[config.mk]
export PLATFORM = sky130hd
export DESIGN_NAME = intt_fsm
export DESIGN_NICKNAME = d
export VERILOG_FILES = /design/src/rtl/intt_fsm.sv
export SDC_FILE = /design/constraint.sdc
export NUM_CORES = 1
export LEC_CHECK = 0
export BUFFER_PORTS_ARGS = -buffer_cell sky130_fd_sc_hd__buf_2
export CAP_MARGIN = 20
export CORE_ASPECT_RATIO = 1.1
export CORE_MARGIN = 3
export CORE_UTILIZATION = 40
export DETAILED_ROUTE_END_ITERATION = 6
export PLACE_DENSITY = 0.62
export SYNTH_ARGS = -nofsm -noshare
export SYNTH_HDL_FRONTEND = slang
export SYNTH_SLANG_ARGS = --single-unit
[constraint.sdc]
create_clock -name clk -period 6.95 [get_ports clk]
set_input_delay 0.695 -clock clk [delete_from_list [all_inputs] [get_ports clk]]
set_output_delay 0.695 -clock clk [all_outputs]
set_load 0.1 [all_outputs]
[src/rtl/intt_fsm.sv]
// intt_fsm: sequencer for a 512-point inverse NTT built from four radix-4
// stages followed by one radix-2 stage. It generates the butterfly indices,
// the memory read strobe, and the delayed enable and write strobes that
// follow each issue through the butterfly pipeline.
module intt_fsm #(
    parameter int R4_LAT = 14,  // radix-4 read-to-write depth, must be >= 2
    parameter int R2_LAT = 8    // radix-2 read-to-write depth, must be >= 2
) (
    input  logic       clk,
    input  logic       rst,
    input  logic       start,
    output logic       busy,
    output logic       sel,
    output logic [2:0] p,
    output logic [6:0] k,
    output logic [6:0] j,
    output logic [6:0] i,
    output logic       ren,
    output logic       en,
    output logic       wen,
    output logic       done
);

    typedef enum logic [2:0] {
        IDLE     = 3'd0,
        R4_RUN   = 3'd1,
        R4_DRAIN = 3'd2,
        R2_RUN   = 3'd3,
        R2_DRAIN = 3'd4,
        DONE     = 3'd5
    } state_t;

    localparam int DW = 16;

    state_t        state, state_nxt;
    logic [2:0]    p_q, p_nxt;
    logic [6:0]    k_q, k_nxt;
    logic [6:0]    j_q, j_nxt;
    logic [6:0]    i_q, i_nxt;
    logic [DW-1:0] dcnt, dcnt_nxt;

    // Per-stage wrap limits; 2p reaches 6 so an 8-bit datapath never overflows.
    logic [3:0]    sh;
    logic [7:0]    jmax, kmax;
    logic          j_last, k_last, r4_last;

    // Issue-type tagged read strobes and their delay lines.
    logic                ren_r4, ren_r2;
    logic [R4_LAT-1:0]   r4_vld_pipe;
    logic [R2_LAT-1:0]   r2_vld_pipe;

    // Stage-dependent wrap points for the radix-4 counters.
    always_comb begin
        sh      = {p_q, 1'b0};
        jmax    = (8'd1 << sh) - 8'd1;
        kmax    = (8'd128 >> sh) - 8'd1;
        j_last  = ({1'b0, j_q} == jmax);
        k_last  = ({1'b0, k_q} == kmax);
        r4_last = (p_q == 3'd3) && j_last && k_last;
    end

    // State and counter registers.
    always_ff @(posedge clk or posedge rst) begin
        if (rst) begin
            state <= IDLE;
            p_q   <= '0;
            k_q   <= '0;
            j_q   <= '0;
            i_q   <= '0;
            dcnt  <= '0;
        end else begin
            state <= state_nxt;
            p_q   <= p_nxt;
            k_q   <= k_nxt;
            j_q   <= j_nxt;
            i_q   <= i_nxt;
            dcnt  <= dcnt_nxt;
        end
    end

    // Next-state and counter advance.
    always_comb begin
        state_nxt = state;
        p_nxt     = p_q;
        k_nxt     = k_q;
        j_nxt     = j_q;
        i_nxt     = i_q;
        dcnt_nxt  = dcnt;
        case (state)
            IDLE: begin
                if (start) begin
                    state_nxt = R4_RUN;
                    p_nxt     = '0;
                    k_nxt     = '0;
                    j_nxt     = '0;
                    i_nxt     = '0;
                end
            end
            R4_RUN: begin
                if (r4_last) begin
                    state_nxt = R4_DRAIN;
                    p_nxt     = '0;
                    k_nxt     = '0;
                    j_nxt     = '0;
                    dcnt_nxt  = '0;
                end else if (j_last) begin
                    j_nxt = '0;
                    if (k_last) begin
                        k_nxt = '0;
                        p_nxt = p_q + 3'd1;
                    end else begin
                        k_nxt = k_q + 7'd1;
                    end
                end else begin
                    j_nxt = j_q + 7'd1;
                end
            end
            R4_DRAIN: begin
                // Drain holds R4_LAT+1 cycles so the last radix-4 write lands
                // before the first radix-2 read.
                if (dcnt == DW'(R4_LAT)) begin
                    state_nxt = R2_RUN;
                    i_nxt     = '0;
                    dcnt_nxt  = '0;
                end else begin
                    dcnt_nxt = dcnt + 1'b1;
                end
            end
            R2_RUN: begin
                if (i_q == 7'd127) begin
                    state_nxt = R2_DRAIN;
                    i_nxt     = '0;
                    dcnt_nxt  = '0;
                end else begin
                    i_nxt = i_q + 7'd1;
                end
            end
            R2_DRAIN: begin
                if (dcnt == DW'(R2_LAT)) begin
                    state_nxt = DONE;
                    dcnt_nxt  = '0;
                end else begin
                    dcnt_nxt = dcnt + 1'b1;
                end
            end
            DONE:    state_nxt = IDLE;
            default: state_nxt = IDLE;
        endcase
    end

    // Read strobe: issue flag delayed one cycle, tagged by butterfly type.
    always_ff @(posedge clk or posedge rst) begin
        if (rst) begin
            ren_r4 <= 1'b0;
            ren_r2 <= 1'b0;
        end else begin
            ren_r4 <= (state == R4_RUN);
            ren_r2 <= (state == R2_RUN);
        end
    end

    // Delay lines: stage n holds a read issued n+1 cycles ago.
    always_ff @(posedge clk or posedge rst) begin
        if (rst) begin
            r4_vld_pipe <= '0;
            r2_vld_pipe <= '0;
        end else begin
            r4_vld_pipe <= {r4_vld_pipe[R4_LAT-2:0], ren_r4};
            r2_vld_pipe <= {r2_vld_pipe[R2_LAT-2:0], ren_r2};
        end
    end

    assign busy = (state != IDLE);
    assign sel  = (state == R4_RUN) || (state == R4_DRAIN);
    assign done = (state == DONE);
    assign p    = p_q;
    assign k    = k_q;
    assign j    = j_q;
    assign i    = i_q;
    assign ren  = ren_r4 | ren_r2;
    assign en   = r4_vld_pipe[R4_LAT-2] | r2_vld_pipe[R2_LAT-2];
    assign wen  = r4_vld_pipe[R4_LAT-1] | r2_vld_pipe[R2_LAT-1];

endmodule

==> flow_summary.ini <==
[status]
status = finished clean

[floorplanning]
floorplan.io_pins = 33
die_x_um = 94.6
starting_density_of_the_core = 0.423
core_region_area_mm2 = 0.00817
die_y_um = 103
rows = 34
floorplan.die_area_mm2 = 0.00978

[setup_path]
cp_num_buf_inv = 2
worst_ep_required_time_ps = 7160
crit_slowest_cell = sky130_fd_sc_hd__dfrtp_1
critical_path_class = reg -> reg
worst_setup_start_kind = register
worst_ep_arrival_time_ps = 3060
cp-end-kind = register
worst_path_max_fanout = 9
longest_individual_stage_delay_on_the_worst_path_ps = 460
worstPathCellList = inv_1, ha_1, inv_1, ha_1, xor2_1, o2111ai_1, a31oi_1, nand4_1, nand2_1, a41oi_1
top_cell_family_by_delay_on_the_critical_path = simple AND/OR/NAND/NOR gates

[clocking]
cts_made_buffers = 9
cts-root-buf = sky130_fd_sc_hd__clkbuf_8
post_cts_hold_buffer_count = 0
cts-resized-gates = 0
cts-htree-levels = 3
clock_sinks = 67
clock_path_buffers = 2
clk_transition_reported_paths_ps = 90
clock_latency_ps = 350
cts_tree = yes
post-cts-setup-buffers = 0

[sta]
grt_setup_unrepaired = no
setup_tns_ps = 0
setup_viol_count_final = 0
fin_hold_ws_ps = 341
finalWorstPathRequiredPeriod_ps = 2860
worst_slack_ps = 4090
tightest_slew_ps = 834
timing.final.hold_violations = 0
max-slew-margin-rel = 0.444
finalCritPeriodShare = 0.411
clock_skew_ps = 12.8
finalMaxSlewViolations = 0
achievable-frequency_mhz = 350

[yosys]
synth.cell_area_mm2 = 0.00345
post-synth-top-count-cell = sky130_fd_sc_hd__dfrtp_1
dominantRegCellSynth = sky130_fd_sc_hd__dfrtp_1
synth.cells.most_frequent = sky130_fd_sc_hd__dfrtp_1, sky130_fd_sc_hd__nand2_1, sky130_fd_sc_hd__a21oi_1
synthesis.yosys.warnings = 0
synth-edff-count = 0
synthArstFlopShare = 1.00
avgSynthCellArea_um2 = 9.86
synth_area_leader_cell = sky130_fd_sc_hd__dfrtp_1
synth_largest_type_area_fraction = 0.486
yosys-top-cells-area = sky130_fd_sc_hd__dfrtp_1, sky130_fd_sc_hd__ha_1, sky130_fd_sc_hd__nand2_1
yosys.cell_types.count = 52
synth.ff_latch_count = 67
synth.yosys.seq_area_share = 0.486
post_synthesis_net_count = 367
syn-instance-count = 350

[drt]
wirelength_met1_mm = 3.55
drt_iter0_markers = 147
wire_per_inst_um = 15.4
route.top_layer_used = met4
ant_nets = 0
vias_per_cell = 5.64
routed-wl-met2_mm = 3.61
detailedRoute.firstPassIterationCount = 4
drc_markers = 0
dr_wl_met3_um = 366
drt_wl_total_mm = 7.69
routed-via-count = 2814

[pwr]
power.density_cell_area_mw_per_mm2 = 203
power.leakage_uw = 0.00167
maximum_ir_drop_on_the_vdd_rail_uv = 106

[global_route]
grt_pass1_wl_mm = 12.8
grt_overflow = 0
vias_in_the_first_global_route = 2612
grtUsageTotal = 0.166
grt_start_max_net_pins = 68
grt_antenna_before_repair = 0

[placement]
place_worst_setup_slack_ps = 4130
io_buffer_count = 32
gp_congestion = 0.942
hpwlAfterDp_mm = 5.20

[layout]
num_antenna_cells = 0
area.growth.synth_to_final_pct = 15.0
fillCellCount = 784
final_net_count = 403
drive_above_1_share = 0.182

[job]
max-cap-violations = 0

[hold_path]
hp-class = reg -> reg
state kept, by name, indices dropped and copies added, names as in the netlist:
signal and count:
r2_vld_pipe 8, p 3, dcnt 16, ren_r4 1, j 7, r4_vld_pipe 14, ren_r2 1, i 7
state 3, k 7
layer usage:
layer,up-vias,GRT usage
li1,1341,-
met1,1385,0.223
met2,76,0.265
met3,12,0.0355
met4,0,0.0633
met5,-,0
layout make-up:
type	count	area [um2]	area share
repair buffers	35	186	0.0469
multi-input cells	256	1660	0.418
flip-flops and latches	67	1680	0.422
well taps	108	135	0.0340
clock buffers	9	124	0.0312
inverters	17	63.8	0.0161
clock inverters	7	124	0.0312
cells in the final DEF (no fill, tap or decap), types with 4 or more instances in the layout:
master,instances
sky130_fd_sc_hd__dfrtp_1,67
sky130_fd_sc_hd__nand2_1,40
sky130_fd_sc_hd__buf_2,32
sky130_fd_sc_hd__a21oi_1,21
sky130_fd_sc_hd__nor2_1,20
sky130_fd_sc_hd__nand3_1,18
sky130_fd_sc_hd__inv_1,16
sky130_fd_sc_hd__o21ai_0,15
sky130_fd_sc_hd__ha_1,14
sky130_fd_sc_hd__o21ai_1,10
sky130_fd_sc_hd__clkbuf_8,9
sky130_fd_sc_hd__xnor2_1,8
sky130_fd_sc_hd__or2_2,7
sky130_fd_sc_hd__nand4_1,7
sky130_fd_sc_hd__o211ai_1,7
sky130_fd_sc_hd__xor2_1,6
sky130_fd_sc_hd__o211a_1,5
sky130_fd_sc_hd__o21a_1,5
sky130_fd_sc_hd__or3_1,5
sky130_fd_sc_hd__or4_1,5
sky130_fd_sc_hd__a41oi_1,5
sky130_fd_sc_hd__and3_1,4
sky130_fd_sc_hd__nand2b_1,4
sky130_fd_sc_hd__a31oi_1,4
worst paths after layout:
kind                           startpoint         endpoint  slack [ps]  cells after the start
setup reg to reg                     p[2]         dcnt[12]        4090                     10
setup / recovery                     p[2]         dcnt[12]        4090                     10
max in group asynchronous             rst             i[0]        5810                      3
min in group asynchronous             rst             k[4]         580                      3
hold reg to reg            r4_vld_pipe[9]  r4_vld_pipe[10]         340                      0
hold / removal             r4_vld_pipe[9]  r4_vld_pipe[10]         340                      0
worst register-to-register path: stages, from the launching register on:
cell	delay [ps]
sky130_fd_sc_hd__dfrtp_1	460
sky130_fd_sc_hd__inv_1	130
sky130_fd_sc_hd__ha_1	310
sky130_fd_sc_hd__inv_1	140
sky130_fd_sc_hd__ha_1	310
sky130_fd_sc_hd__xor2_1	150
sky130_fd_sc_hd__o2111ai_1	120
sky130_fd_sc_hd__a31oi_1	300
sky130_fd_sc_hd__nand4_1	290
sky130_fd_sc_hd__nand2_1	360
sky130_fd_sc_hd__a41oi_1	160
power by group:
part / leakage [uW] / internal (uW) / total, uW / switching, uW
sequential: 0.000759 / 389 / 389 / 0
clock: 0.000120 / 241 / 407 / 165
combinational: 0.000787 / 0.823 / 8.46 / 7.64
metrics by stage:
step           power [uW]  cells  instance area (um2)   util
5_1_grt               833    499                 3970  0.486
3_3_place_gp          406    481                 3700  0.454
4_1_cts               815    497                 3950  0.484
2_1_floorplan         403    350                 3450      -
3_5_place_dp          407    481                 3700  0.454
6_report              805    499                 3970  0.486
cell families after synthesis:
logic type,Yosys count,synth area share
compound gates,94,0.183
mux,2,0.00580
simple gates,132,0.206
buf+inv,27,0.0330
fa+ha+maj,14,0.0507
xor+xnor,14,0.0355
flops,67,0.486
(Power assumes the default switching activity.)
